## src/rtl/uart_rx_if.sv

```systemverilog
// Receive-side bundle for uart_rx: serial line and enable in, byte/strobes/busy out.
interface uart_rx_if #(
   parameter int PAYLOAD_BITS = 8
);
   logic                    uart_rxd;
   logic                    uart_rx_en;
   logic                    uart_rx_busy;
   logic                    uart_rx_valid;
   logic [PAYLOAD_BITS-1:0] uart_rx_data;
   logic                    uart_rx_frame_err;
   logic                    uart_rx_parity_err;

   modport master (
      output uart_rxd, uart_rx_en,
      input  uart_rx_busy, uart_rx_valid, uart_rx_data, uart_rx_frame_err, uart_rx_parity_err
   );

   modport slave (
      input  uart_rxd, uart_rx_en,
      output uart_rx_busy, uart_rx_valid, uart_rx_data, uart_rx_frame_err, uart_rx_parity_err
   );
endinterface

```

## src/rtl/uart_rx.sv

```systemverilog
// Asynchronous serial receiver, 8N1 LSB first, mid-bit sampling from the synchronized start edge.
// Define UART_RX_PARITY_EN to add an even-parity bit between data and stop.
module uart_rx #(
   parameter int BIT_RATE     = 9600,
   parameter int PAYLOAD_BITS = 8,
   parameter int CLK_HZ       = 20_000_000
) (
   input  logic      clk,
   input  logic      reset,
   uart_rx_if.slave  rx
);
   localparam int CYCLES_PER_BIT = CLK_HZ / BIT_RATE;
   localparam int HALF_BIT       = CYCLES_PER_BIT / 2;
   localparam int CNT_W          = (CYCLES_PER_BIT > 1) ? $clog2(CYCLES_PER_BIT) : 1;
   localparam int IDX_W          = (PAYLOAD_BITS > 1) ? $clog2(PAYLOAD_BITS) : 1;

   localparam logic [CNT_W-1:0] CNT_FULL = CNT_W'(CYCLES_PER_BIT - 1);
   localparam logic [CNT_W-1:0] CNT_HALF = CNT_W'(HALF_BIT - 1);
   localparam logic [IDX_W-1:0] IDX_LAST = IDX_W'(PAYLOAD_BITS - 1);

`ifdef UART_RX_PARITY_EN
   typedef enum logic [2:0] {IDLE, START, DATA, PARITY, STOP, WAIT_HIGH} state_t;
`else
   typedef enum logic [2:0] {IDLE, START, DATA, STOP, WAIT_HIGH} state_t;
`endif

   state_t                  state;
   logic [CNT_W-1:0]        cnt;
   logic [IDX_W-1:0]        bit_idx;
   logic [PAYLOAD_BITS-1:0] sreg_p0;
   logic [PAYLOAD_BITS-1:0] data;
   logic                    rxd_p0, rxd_p1;
   logic                    rxs;
   logic                    busy, valid, frame_err;
`ifdef UART_RX_PARITY_EN
   logic                    par_ok, parity_err;
`endif

   // Stage p0/p1: two-flop synchronizer; idles high so reset never looks like a start edge
   always_ff @(posedge clk or posedge reset) begin
      if (reset) begin
         rxd_p0 <= 1'b1;
         rxd_p1 <= 1'b1;
      end else begin
         rxd_p0 <= rx.uart_rxd;
         rxd_p1 <= rxd_p0;
      end
   end

   assign rxs = rxd_p1;

   // Shift register: new bit enters at the MSB so the LSB-first byte lands in place
   always_ff @(posedge clk) begin
      if (state == DATA && cnt == CNT_FULL)
         sreg_p0 <= {rxs, sreg_p0[PAYLOAD_BITS-1:1]};
   end

   always_ff @(posedge clk or posedge reset) begin
      if (reset) begin
         state     <= IDLE;
         cnt       <= '0;
         bit_idx   <= '0;
         busy      <= 1'b0;
         valid     <= 1'b0;
         frame_err <= 1'b0;
         data      <= '0;
`ifdef UART_RX_PARITY_EN
         par_ok     <= 1'b0;
         parity_err <= 1'b0;
`endif
      end else begin
         valid     <= 1'b0;
         frame_err <= 1'b0;
`ifdef UART_RX_PARITY_EN
         parity_err <= 1'b0;
`endif
         cnt <= cnt + 1'b1;
         case (state)
            IDLE: begin
               cnt <= '0;
               if (rx.uart_rx_en && !rxs) begin
                  state <= START;
                  busy  <= 1'b1;
               end
            end
            START: begin
               if (cnt == CNT_HALF) begin
                  cnt <= '0;
                  if (rxs) begin
                     state <= IDLE;
                     busy  <= 1'b0;
                  end else begin
                     state   <= DATA;
                     bit_idx <= '0;
                  end
               end
            end
            DATA: begin
               if (cnt == CNT_FULL) begin
                  cnt     <= '0;
                  bit_idx <= bit_idx + 1'b1;
                  if (bit_idx == IDX_LAST)
`ifdef UART_RX_PARITY_EN
                     state <= PARITY;
`else
                     state <= STOP;
`endif
               end
            end
`ifdef UART_RX_PARITY_EN
            PARITY: begin
               if (cnt == CNT_FULL) begin
                  cnt    <= '0;
                  par_ok <= (rxs == ^sreg_p0);
                  state  <= STOP;
               end
            end
`endif
            STOP: begin
               if (cnt == CNT_FULL) begin
                  cnt <= '0;
                  if (!rxs) begin
                     frame_err <= 1'b1;
                     state     <= WAIT_HIGH;
                  end else begin
                     state <= IDLE;
                     busy  <= 1'b0;
`ifdef UART_RX_PARITY_EN
                     if (par_ok) begin
                        valid <= 1'b1;
                        data  <= sreg_p0;
                     end else begin
                        parity_err <= 1'b1;
                     end
`else
                     valid <= 1'b1;
                     data  <= sreg_p0;
`endif
                  end
               end
            end
            WAIT_HIGH: begin
               // A held-low (break) line must not spawn back-to-back bogus frames
               cnt <= '0;
               if (rxs) begin
                  state <= IDLE;
                  busy  <= 1'b0;
               end
            end
            default: begin
               state <= IDLE;
               cnt   <= '0;
               busy  <= 1'b0;
            end
         endcase
      end
   end

   assign rx.uart_rx_busy      = busy;
   assign rx.uart_rx_valid     = valid;
   assign rx.uart_rx_data      = data;
   assign rx.uart_rx_frame_err = frame_err;
`ifdef UART_RX_PARITY_EN
   assign rx.uart_rx_parity_err = parity_err;
`else
   assign rx.uart_rx_parity_err = 1'b0;
`endif

endmodule

```

## src/flat_wrapper.sv

```systemverilog
// flat-port wrapper written by rule: the top's interface ports become plain ports
module uart_rx_flat 
#(
   parameter int BIT_RATE     = 9600,
   parameter int PAYLOAD_BITS = 8,
   parameter int CLK_HZ       = 20_000_000
)
  (clk, reset, rx_uart_rxd, rx_uart_rx_en, rx_uart_rx_busy, rx_uart_rx_valid, rx_uart_rx_data, rx_uart_rx_frame_err, rx_uart_rx_parity_err);
  uart_rx_if #(.PAYLOAD_BITS(PAYLOAD_BITS)) rx_i ();
  input  logic clk;
  input  logic reset;
  input wire logic [$bits(rx_i.uart_rxd)-1:0] rx_uart_rxd;
  input wire logic [$bits(rx_i.uart_rx_en)-1:0] rx_uart_rx_en;
  output wire logic [$bits(rx_i.uart_rx_busy)-1:0] rx_uart_rx_busy;
  output wire logic [$bits(rx_i.uart_rx_valid)-1:0] rx_uart_rx_valid;
  output wire logic [$bits(rx_i.uart_rx_data)-1:0] rx_uart_rx_data;
  output wire logic [$bits(rx_i.uart_rx_frame_err)-1:0] rx_uart_rx_frame_err;
  output wire logic [$bits(rx_i.uart_rx_parity_err)-1:0] rx_uart_rx_parity_err;
  assign rx_i.uart_rxd = rx_uart_rxd;
  assign rx_i.uart_rx_en = rx_uart_rx_en;
  assign rx_uart_rx_busy = rx_i.uart_rx_busy;
  assign rx_uart_rx_valid = rx_i.uart_rx_valid;
  assign rx_uart_rx_data = rx_i.uart_rx_data;
  assign rx_uart_rx_frame_err = rx_i.uart_rx_frame_err;
  assign rx_uart_rx_parity_err = rx_i.uart_rx_parity_err;
  uart_rx #(.BIT_RATE(BIT_RATE), .PAYLOAD_BITS(PAYLOAD_BITS), .CLK_HZ(CLK_HZ)) u_core (.clk(clk), .reset(reset), .rx(rx_i));
endmodule
```

## config.mk

```make
export PLATFORM = sky130hd
export DESIGN_NAME = uart_rx_flat
export DESIGN_NICKNAME = d
export VERILOG_FILES = /design/src/rtl/uart_rx_if.sv /design/src/rtl/uart_rx.sv /design/src/flat_wrapper.sv
export SDC_FILE = /design/constraint.sdc
export NUM_CORES = 1
export LEC_CHECK = 0
export BUFFER_PORTS_ARGS = -buffer_cell sky130_fd_sc_hd__buf_2
export CORE_ASPECT_RATIO = 2
export CORE_MARGIN = 8
export CORE_UTILIZATION = 45
export CTS_BUF_LIST = sky130_fd_sc_hd__clkbuf_4 sky130_fd_sc_hd__clkbuf_8
export CTS_CLUSTER_SIZE = 30
export DETAILED_ROUTE_END_ITERATION = 10
export PLACE_DENSITY = 0.75
export SETUP_SLACK_MARGIN = 0.2
export SLEW_MARGIN = 20
export SYNTH_ARGS = -nofsm -noshare
export SYNTH_HDL_FRONTEND = slang
export SYNTH_SLANG_ARGS = --single-unit
```

## constraint.sdc

```tcl
create_clock -name clk -period 2.1 [get_ports clk]
set_clock_uncertainty 0.1 [all_clocks]
set_input_delay 0.42 -clock clk [delete_from_list [all_inputs] [get_ports clk]]
set_output_delay 0.42 -clock clk [all_outputs]
set_load 0.05 [all_outputs]
```

==> Flow_metrics.wiki, run 1 <==
{| class="wikitable"
! Metric !! Value
|-
| Kind of start point of the critical path || register
|-
| Master cell of the clock root buffer || sky130_fd_sc_hd__clkbuf_8
|-
| Fraction of met1 tracks used by global routing || 0.1726
|-
| Top Family by Delay on Critical Path || simple AND/OR/NAND/NOR gates
|-
| Buf+Inv Stages, Crit Path || 1
|-
| Number of standard-cell rows in the floorplan || 33
|-
| Per-cell via count in the routed design || between 5 and 6
|-
| Antenna Nets Post-Route || 0
|-
| Vias in the first global route || about 1300
|-
| Max-slew violation count || 0
|-
| Clock-pin slew on the worst setup and hold paths || 0.08 ns
|-
| Remaining global-route overflow || 0
|-
| Violation count after the first detailed-routing iteration || 43
|-
| Fraction of power spent switching nets || 0.2010
|-
| Global-route wire length before repair || between 6000 and 7000 um
|-
| Sequential share of power || 0.547
|-
| Worst endpoint required time || about 2.2 ns
|-
| Y dimension of the die || ~110 um
|-
| Highest net fanout along the worst path || 8
|-
| Buffers added on ports || 14
|-
| Power share of the clock group || 0.436
|-
| Number of diodes || 0
|-
| RD Place Congestion || 0.7873
|-
| Core area || 4005 um2
|-
| Nets || 203
|-
| Power per Cell Area || 620.6 nW/um2
|-
| Detailed-route wire length per cell || around 16 um
|-
| Drt first pass iters || 4
|-
| Worst slew margin relative to its limit || 0.6198
|-
| Power spent charging and discharging nets || between 0.2 and 0.3 mW
|-
| Gate Count Post-Synth || between 150 and 200
|-
| Drc violations || 0
|-
| Combinational fraction of design power || 0.017
|-
| F_max || just under 500 MHz
|-
| Horiz. Die Dim || ~61 um
|-
| Met3 Usage GRT || 0.04111
|-
| GRT Total Usage || 0.1308
|-
| Post-detailed-placement cell area || 2047 um2
|-
| Combinational family with the most area after synthesis || simple AND/OR/NAND/NOR gates
|-
| Syn Std Cell Area || between 1500 and 2000 um2
|-
| Longest Clk Path Bufs || 2
|-
| Ratio of cells with drive above 1 in the final layout || 0.3846
|-
| Synth cell types || 46
|-
| Flip-flop and latch count after synthesis || 39
|-
| Final std cell area, no fill || 2285 um2
|-
| GR Layer Usage met2 || 0.1935
|-
| Peak supply drop || roughly 0.75 mV
|-
| Final worst path period need || approximately 2 ns
|-
| Pre-CTS setup slack || slightly below 0.01 ns
|-
| Worst min path class || primary input to async pin
|-
| Number of CTS-inserted buffers || 5
|-
| Total number of H-tree levels || 2
|-
| Final setup viols || 0
|-
| Sum of negative setup slack || 0 ns
|-
| Commonest non-fill, non-tap cells in the layout || 28 x sky130_fd_sc_hd__dfrtp_1, 20 x sky130_fd_sc_hd__buf_4, 14 x sky130_fd_sc_hd__buf_2
|-
| Status || complete, no violations
|-
| Adder-cell share of the synthesized area || 0.03418
|-
| Compound-Gate Fraction of Synth Area || 0.06904
|-
| Critical path start-end classification || register to register
|-
| Asr flop ratio synth || 0.7949
|-
| # clock sinks || 39
|-
| Multiplexer share of the synthesized area || 0.06562
|-
| Post-route fraction of the period consumed by the critical path || 0.9732
|-
| Leak || between 1 and 1.5 nW
|-
| Syn_area_per_cell || roughly 12 um2
|-
| Crit-path cells || inv_2 -> ha_1 -> and4bb_2 -> nand4_4 -> or4_4 -> mux2_4
|-
| Number of flops mapped to enable cells by yosys || 8
|-
| Largest net degree at the start of global routing || 19
|-
| Half-perimeter wire length after detailed placement || about 2400 um
|-
| Gr busiest metal || met2
|-
| Worst path max stage delay || 0.54 ns
|-
| Setup repair after global routing missed its margin || yes
|-
| Initial Utilization || 0.4570
|-
| Share of the synthesized netlist area taken by xor and xnor gates || 0.04306
|-
| Number of buffers inserted by hold repair at cts || 0
|-
| Internal cell power || about 1.1 mW
|-
| Prevailing post-synth register cell || sky130_fd_sc_hd__dfrtp_1
|-
| Slew of the pin with the lowest slew margin || approximately 0.57 ns
|-
| Clock latency on the worst-skew pair || 0.29 ns
|-
| Antenna violations before repair || 0
|-
| Max-cap viol count || 0
|-
| Final worst setup slack || about 0.056 ns
|-
| Overall via count from detail_route || between 1000 and 1500
|-
| Register area share after synthesis || 0.5564
|-
| Number of synthesis warnings || 0
|-
| Area delta synth->final || 24.81%
|-
| Count of pins on the block boundary || 16
|-
| TritonCTS clock tree || built
|-
| Number of nets in the synthesized netlist || about 160
|-
| Die area || ~6500 um2
|-
| Total wirelength of the detailed-routed design || about 3900 um
|-
| Area share of and/or/nand/nor cells after synthesis || 0.1852
|-
| Cell with the largest stage delay on the worst path || sky130_fd_sc_hd__or4_4
|-
| Most frequent standard cell in the layout excluding fill and tap cells || sky130_fd_sc_hd__dfrtp_1
|-
| Pwr Total || between 1 and 1.5 mW
|-
| Number of hold-slack violations in the final timing report || 0
|-
| Endpoint kind of the worst setup timing path || register
|-
| CP Data Arrival Time || 2.12 ns
|}
-- cells in the mapped netlist (3+ instances only) --
master / count / area share
sky130_fd_sc_hd__dfrtp_1: 29 / 0.40
sky130_fd_sc_hd__nand3_1: 7 / 0.019
sky130_fd_sc_hd__mux2_4: 8 / 0.066
sky130_fd_sc_hd__o21ai_0: 3 / 0.0082
sky130_fd_sc_hd__edfxtp_1: 8 / 0.13
sky130_fd_sc_hd__inv_1: 12 / 0.025
sky130_fd_sc_hd__ha_1: 5 / 0.034
sky130_fd_sc_hd__nor2_1: 15 / 0.031
sky130_fd_sc_hd__a21oi_1: 6 / 0.016
sky130_fd_sc_hd__xnor2_1: 7 / 0.033
sky130_fd_sc_hd__nor4_1: 3 / 0.010
sky130_fd_sc_hd__or3_1: 3 / 0.010
sky130_fd_sc_hd__nand2_1: 6 / 0.012
-- metal layers --
metal,wire length [um],share of wire
met5,0,0
met4,81,0.021
met3,198,0.051
met2,1950,0.50
met1,1663,0.43
-- state kept, by name (all words and copies together), names as in the netlist --
register                     flops
u_core.rx.uart_rx_data           8
u_core.rx.uart_rx_busy           1
u_core.bit_idx                   3
u_core.rxd_p0                    1
u_core.rxd_p1                    1
u_core.sreg_p0                   8
u_core.cnt                      12
u_core.state                     3
u_core.rx.uart_rx_frame_err      1
u_core.rx.uart_rx_valid          1
-- worst reg2reg max path: stages, from the launching register on --
cell                       delay, ns
sky130_fd_sc_hd__dfrtp_1        0.40
sky130_fd_sc_hd__inv_2          0.07
sky130_fd_sc_hd__ha_1           0.13
sky130_fd_sc_hd__and4bb_2       0.27
sky130_fd_sc_hd__nand4_4        0.09
sky130_fd_sc_hd__or4_4          0.55
sky130_fd_sc_hd__mux2_4         0.34
-- power by group through the flow --
stage                     Sequential (mW)  Clock, mW  Combinational [mW]
final                               0.776      0.618              0.0237
after global routing                0.776      0.664              0.0272
after CTS                           0.776      0.634              0.0245
after detailed placement            0.791          0              0.0247
after global placement              0.791          0              0.0242
after floorplan                     0.790          0              0.0151
-- worst paths after layout --
kind                       depth (start not counted)  slack (ns)                     from                                     to
max                                                6        0.06  u_core.cnt[0]$_DFF_PP0_  u_core.rx.uart_rx_data[7]$_DFFE_PP0P_
min                                                2        0.07                    reset          u_core.bit_idx[0]$_DFFE_PP0P_
max reg2reg                                        6        0.06  u_core.cnt[0]$_DFF_PP0_  u_core.rx.uart_rx_data[7]$_DFFE_PP0P_
min reg2reg                                        0        0.26  u_core.rxd_p0$_DFF_PP1_                u_core.rxd_p1$_DFF_PP1_
max in group asynchronous                          3        1.34                    reset            u_core.state[1]$_DFFE_PP0P_
min in group clk                                   1        0.12              rx_uart_rxd                u_core.rxd_p0$_DFF_PP1_
-- cell type report --
cell class | count | area (um2)
Multi-Input combinational cell | 98 | 768.2
Sequential cell | 39 | 1020
Timing Repair Buffer | 38 | 274.0
Fill cell | 332 | 1720
Clock inverter | 3 | 43.79
Tap cell | 52 | 65.06
Inverter | 12 | 45.04
Clock buffer | 5 | 68.82
-- what timing repair did --
item                       CTS  global route
hold endpoints to repair     0             0
setup buffers                6             2
pin swaps                    7             2
setup endpoints to repair   20            34
gates resized for setup     10             9
cloned                       1             1
-- cells by family after synthesis --
kind of cell	after synthesis
multiplexers	8
XOR/XNOR	9
buffers and inverters	18
flip-flops	39
other	1
AO/OA/AOI/OAI	19
adder cells (fa/ha/maj)	5
AND/OR/NAND/NOR	56
-- through the flow --
step                      hold slack, ns    util  instances
after floorplan                   0.2452       -        155
after global placement            0.2506  0.5111        229
after detailed placement          0.2535  0.5111        229
after CTS                        0.08616  0.5601        244
after global routing              0.1092  0.5704        247
final                            0.07323  0.5704        247
No activity file was read; power rests on OpenSTA's default activity.
==> run 2, diff against run 1 <==
--- a/config.mk
+++ b/config.mk
@@ -7,7 +7,6 @@
 export LEC_CHECK = 0
 export BUFFER_PORTS_ARGS = -buffer_cell sky130_fd_sc_hd__buf_2
 export CORE_ASPECT_RATIO = 2
-export CORE_MARGIN = 8
 export CORE_UTILIZATION = 45
 export CTS_BUF_LIST = sky130_fd_sc_hd__clkbuf_4 sky130_fd_sc_hd__clkbuf_8
 export CTS_CLUSTER_SIZE = 30
@@ -18,3 +17,4 @@
 export SYNTH_ARGS = -nofsm -noshare
 export SYNTH_HDL_FRONTEND = slang
 export SYNTH_SLANG_ARGS = --single-unit
+export TNS_END_PERCENT = 20
==> run 2 against run 1 <==
  * Maximum frequency is 1.2% lower
  * Cell count is 5.3% lower
  * Sequential share of layout area is 2.8 points higher
  * Clock power is 0.8% lower
  * Wire length is 8.3% lower
  * Total power is 0.58% lower
  * Hold slack better by 0.011 ns
  * Sequential cell count stayed put
  * First-iteration DRC count is 9.3% lower
  * Critical endpoint unchanged
==> Flow_metrics.wiki, run 2 (synthesized netlist as in run 1, its figures left out) <==
{| class="wikitable"
! Metric !! Value
|-
| Status || complete, no violations
|-
| Antenna Nets Post-Route || 0 (unchanged)
|-
| Most frequent standard cell in the layout excluding fill and tap cells || sky130_fd_sc_hd__dfrtp_1
|-
| Longest Clk Path Bufs || 2 (unchanged)
|-
| # clock sinks || 39 (unchanged)
|-
| Core area || 3884 um2 (-3.0%)
|-
| F_max || 483.6 MHz (-1.2%)
|-
| Post-route fraction of the period consumed by the critical path || 0.9847 (+0.01143)
|-
| Per-cell via count in the routed design || 5.397 (+3.0%)
|-
| Critical path start-end classification || register to register
|-
| Endpoint kind of the worst setup timing path || register
|-
| GRT Total Usage || 0.1911 (+0.06029)
|-
| Count of pins on the block boundary || 16 (unchanged)
|-
| Total wirelength of the detailed-routed design || 3569 um (-8.3%)
|-
| Ratio of cells with drive above 1 in the final layout || 0.3115 (-0.07314)
|-
| Buf+Inv Stages, Crit Path || 1 (unchanged)
|-
| Number of hold-slack violations in the final timing report || 0 (unchanged)
|-
| Combinational fraction of design power || 0.015 (-0.002)
|-
| Clock-pin slew on the worst setup and hold paths || 0.08 ns (about the same)
|-
| Power spent charging and discharging nets || 0.2851 mW (about the same)
|-
| Remaining global-route overflow || 0 (unchanged)
|-
| Largest net degree at the start of global routing || 32 (+13)
|-
| Worst endpoint required time || 2.18 ns (about the same)
|-
| Detailed-route wire length per cell || 15.25 um (-3.3%)
|-
| Antenna violations before repair || 0 (unchanged)
|-
| Final worst path period need || 2.068 ns (+0.02400 ns)
|-
| Total number of H-tree levels || 2 (unchanged)
|-
| Crit-path cells || inv_2 -> ha_1 -> and4bb_2 -> nand4_2 -> or4_4 -> mux2_4
|-
| Setup repair after global routing missed its margin || yes
|-
| Vias in the first global route || 1352 (+4.4%)
|-
| Nets || 191 (-5.9%)
|-
| Leak || 1.003 nW (-6.1%)
|-
| Pwr Total || 1.410 mW (-0.58%)
|-
| Worst setup path startpoint || u_core.cnt[0]$_DFF_PP0_
|-
| Worst path max stage delay || 0.55 ns (about the same)
|-
| Final std cell area, no fill || 2150 um2 (-5.9%)
|-
| Largest register by flop count || u_core.cnt
|-
| Area delta synth->final || 17.43%
|-
| Commonest non-fill, non-tap cells in the layout || 28 x sky130_fd_sc_hd__dfrtp_1, 15 x sky130_fd_sc_hd__nor2_1, 14 x sky130_fd_sc_hd__buf_2
|-
| Buffers added on ports || 14 (unchanged)
|-
| RD Place Congestion || 0.8391 (+6.6%)
|-
| Number of diodes || 0 (unchanged)
|-
| Violation count after the first detailed-routing iteration || 39 (-9.3%)
|-
| CP Data Arrival Time || 2.15 ns (+0.03 ns)
|-
| Sequential share of power || 0.550 (+0.003)
|-
| Capture instance of the worst register-to-register path || u_core.rx.uart_rx_data[7]$_DFFE_PP0P_
|-
| Final setup viols || 0 (unchanged)
|-
| TritonCTS clock tree || built
|-
| Post-detailed-placement cell area || 1996 um2 (-2.5%)
|-
| Cell with the largest stage delay on the worst path || sky130_fd_sc_hd__or4_4
|-
| Start of the worst register-to-register path || u_core.cnt[0]$_DFF_PP0_
|-
| Number of placed instances with taps included || 223 (-2.6%)
|-
| Max-slew violation count || 0 (unchanged)
|-
| Number of standard-cell rows in the floorplan || 32 (-3.0%)
|-
| Worst min path class || primary input to async pin
|-
| Worst reg-to-reg setup slack || 0.03 ns (-0.02 ns)
|-
| Die area || 4342 um2 (-33%)
|-
| Number of CTS-inserted buffers || 5 (unchanged)
|-
| Drc violations || 0 (unchanged)
|-
| Logic depth of the worst register-to-register path || 6 (unchanged)
|-
| Horiz. Die Dim || 47.10 um (-23%)
|-
| Global-route wire length before repair || 5865 um (-9.1%)
|-
| Master cell of the clock root buffer || sky130_fd_sc_hd__clkbuf_8
|-
| Highest net fanout along the worst path || 8 (unchanged)
|-
| Half-perimeter wire length after detailed placement || 2560 um (+4.9%)
|-
| Kind of start point of the critical path || register
|-
| Final Non-Filler Cells || 234 (-5.3%)
|-
| Y dimension of the die || 92.20 um (-13%)
|-
| Max-cap viol count || 0 (unchanged)
|-
| Initial Utilization || 0.4713 (+0.01428)
|-
| Power per Cell Area || 655.8 nW/um2 (+5.7%)
|-
| Power share of the clock group || 0.435 (about the same)
|-
| Overall via count from detail_route || 1263 (-2.4%)
|-
| Sum of negative setup slack || 0 ns (unchanged)
|-
| Drt first pass iters || 4 (unchanged)
|-
| Total number of cells along the worst setup path || 6 (unchanged)
|-
| Peak supply drop || 0.3890 mV (-48%)
|-
| Top Family by Delay on Critical Path || simple AND/OR/NAND/NOR gates
|-
| Fraction of power spent switching nets || 0.2022 (+0.001222)
|-
| Internal cell power || 1.125 mW (-0.73%)
|-
| Clock latency on the worst-skew pair || 0.30 ns (about the same)
|-
| Number of flip-flops under the largest register name || 12 (unchanged)
|}
-- run 2: cell count changes in the layout (fill, tap and decap cells not counted), moves of 2 or more --
cell,before,now
sky130_fd_sc_hd__nor2_2,3,0
sky130_fd_sc_hd__buf_6,3,1
sky130_fd_sc_hd__buf_4,20,11
sky130_fd_sc_hd__nor2_1,12,15
-- run 2: how the worst max path moves through the flow --
| stage | end | slack (ns) |
|---|---|---|
| final | u_core.rx.uart_rx_data[7]$_DFFE_PP0P_ | 0.03 |
| after global routing | u_core.rx.uart_rx_data[7]$_DFFE_PP0P_ | -0.04 |
| after CTS | u_core.rx.uart_rx_data[7]$_DFFE_PP0P_ | 0.02 |
| after detailed placement | u_core.rx.uart_rx_data[7]$_DFFE_PP0P_ | 0.03 |
| after global placement | u_core.rx.uart_rx_data[6]$_DFFE_PP0P_ | 0.10 |
| after floorplan | u_core.rx.uart_rx_data[0]$_DFFE_PP0P_ | 0.05 |
-- run 2: cell type report --
cell class                      instances  area (um2)
Fill cell                             332        1734
Clock buffer                            5       68.82
Timing Repair Buffer                   26       163.9
Inverter                               12       45.04
Clock inverter                          3       38.79
Multi-Input combinational cell         98       749.5
Tap cell                               51       63.81
Sequential cell                        39        1020
-- run 2: repair_timing --
item | 4_1_cts | 5_1_grt
hold buffers | 0 | 0
endpoints found under the setup margin | 20 | 34
setup buffers | 2 | 1
hold endpoints to repair | 0 | 0
pin swaps | 0 | 2
resized for setup | 1 | 7
-- run 2: per-layer routing --
metal | track usage | part of all wire | vias up
met3 | 0.05906 | 0.030 | 11
met1 | 0.1767 | 0.36 | 623
met5 | 0 | 0 | -
met4 | 0.1143 | 0.032 | 0
met2 | 0.3333 | 0.58 | 25
li1 | - | - | 604
-- run 2: power groups by stage --
| stage | Sequential, mW | Clock [mW] | Combinational (mW) |
|---|---|---|---|
| 2_1_floorplan | 0.790 | 0 | 0.0151 |
| 3_3_place_gp | 0.791 | 0 | 0.0212 |
| 3_5_place_dp | 0.791 | 0 | 0.0217 |
| 4_1_cts | 0.776 | 0.620 | 0.0216 |
| 5_1_grt | 0.776 | 0.658 | 0.0243 |
| 6_report | 0.776 | 0.613 | 0.0206 |
-- run 2: through the flow --
| stage | utilization | hold WS [ns] | setup WS (ns) |
|---|---|---|---|
| 3_3_place_gp | 0.5139 | 0.2466 | 0.1029 |
| 3_5_place_dp | 0.5139 | 0.2472 | 0.02549 |
| 6_report | 0.5535 | 0.08423 | 0.03221 |
| 5_1_grt | 0.5535 | 0.1139 | -0.04259 |
| 2_1_floorplan | - | 0.2452 | 0.05136 |
| 4_1_cts | 0.5454 | 0.09932 | 0.01687 |
-- run 2: tightest hold or removal path, cell delays in order --
cell and delay [ns]:
sky130_fd_sc_hd__buf_2 0.09, sky130_fd_sc_hd__inv_1 0.04, sky130_fd_sc_hd__buf_4 0.35
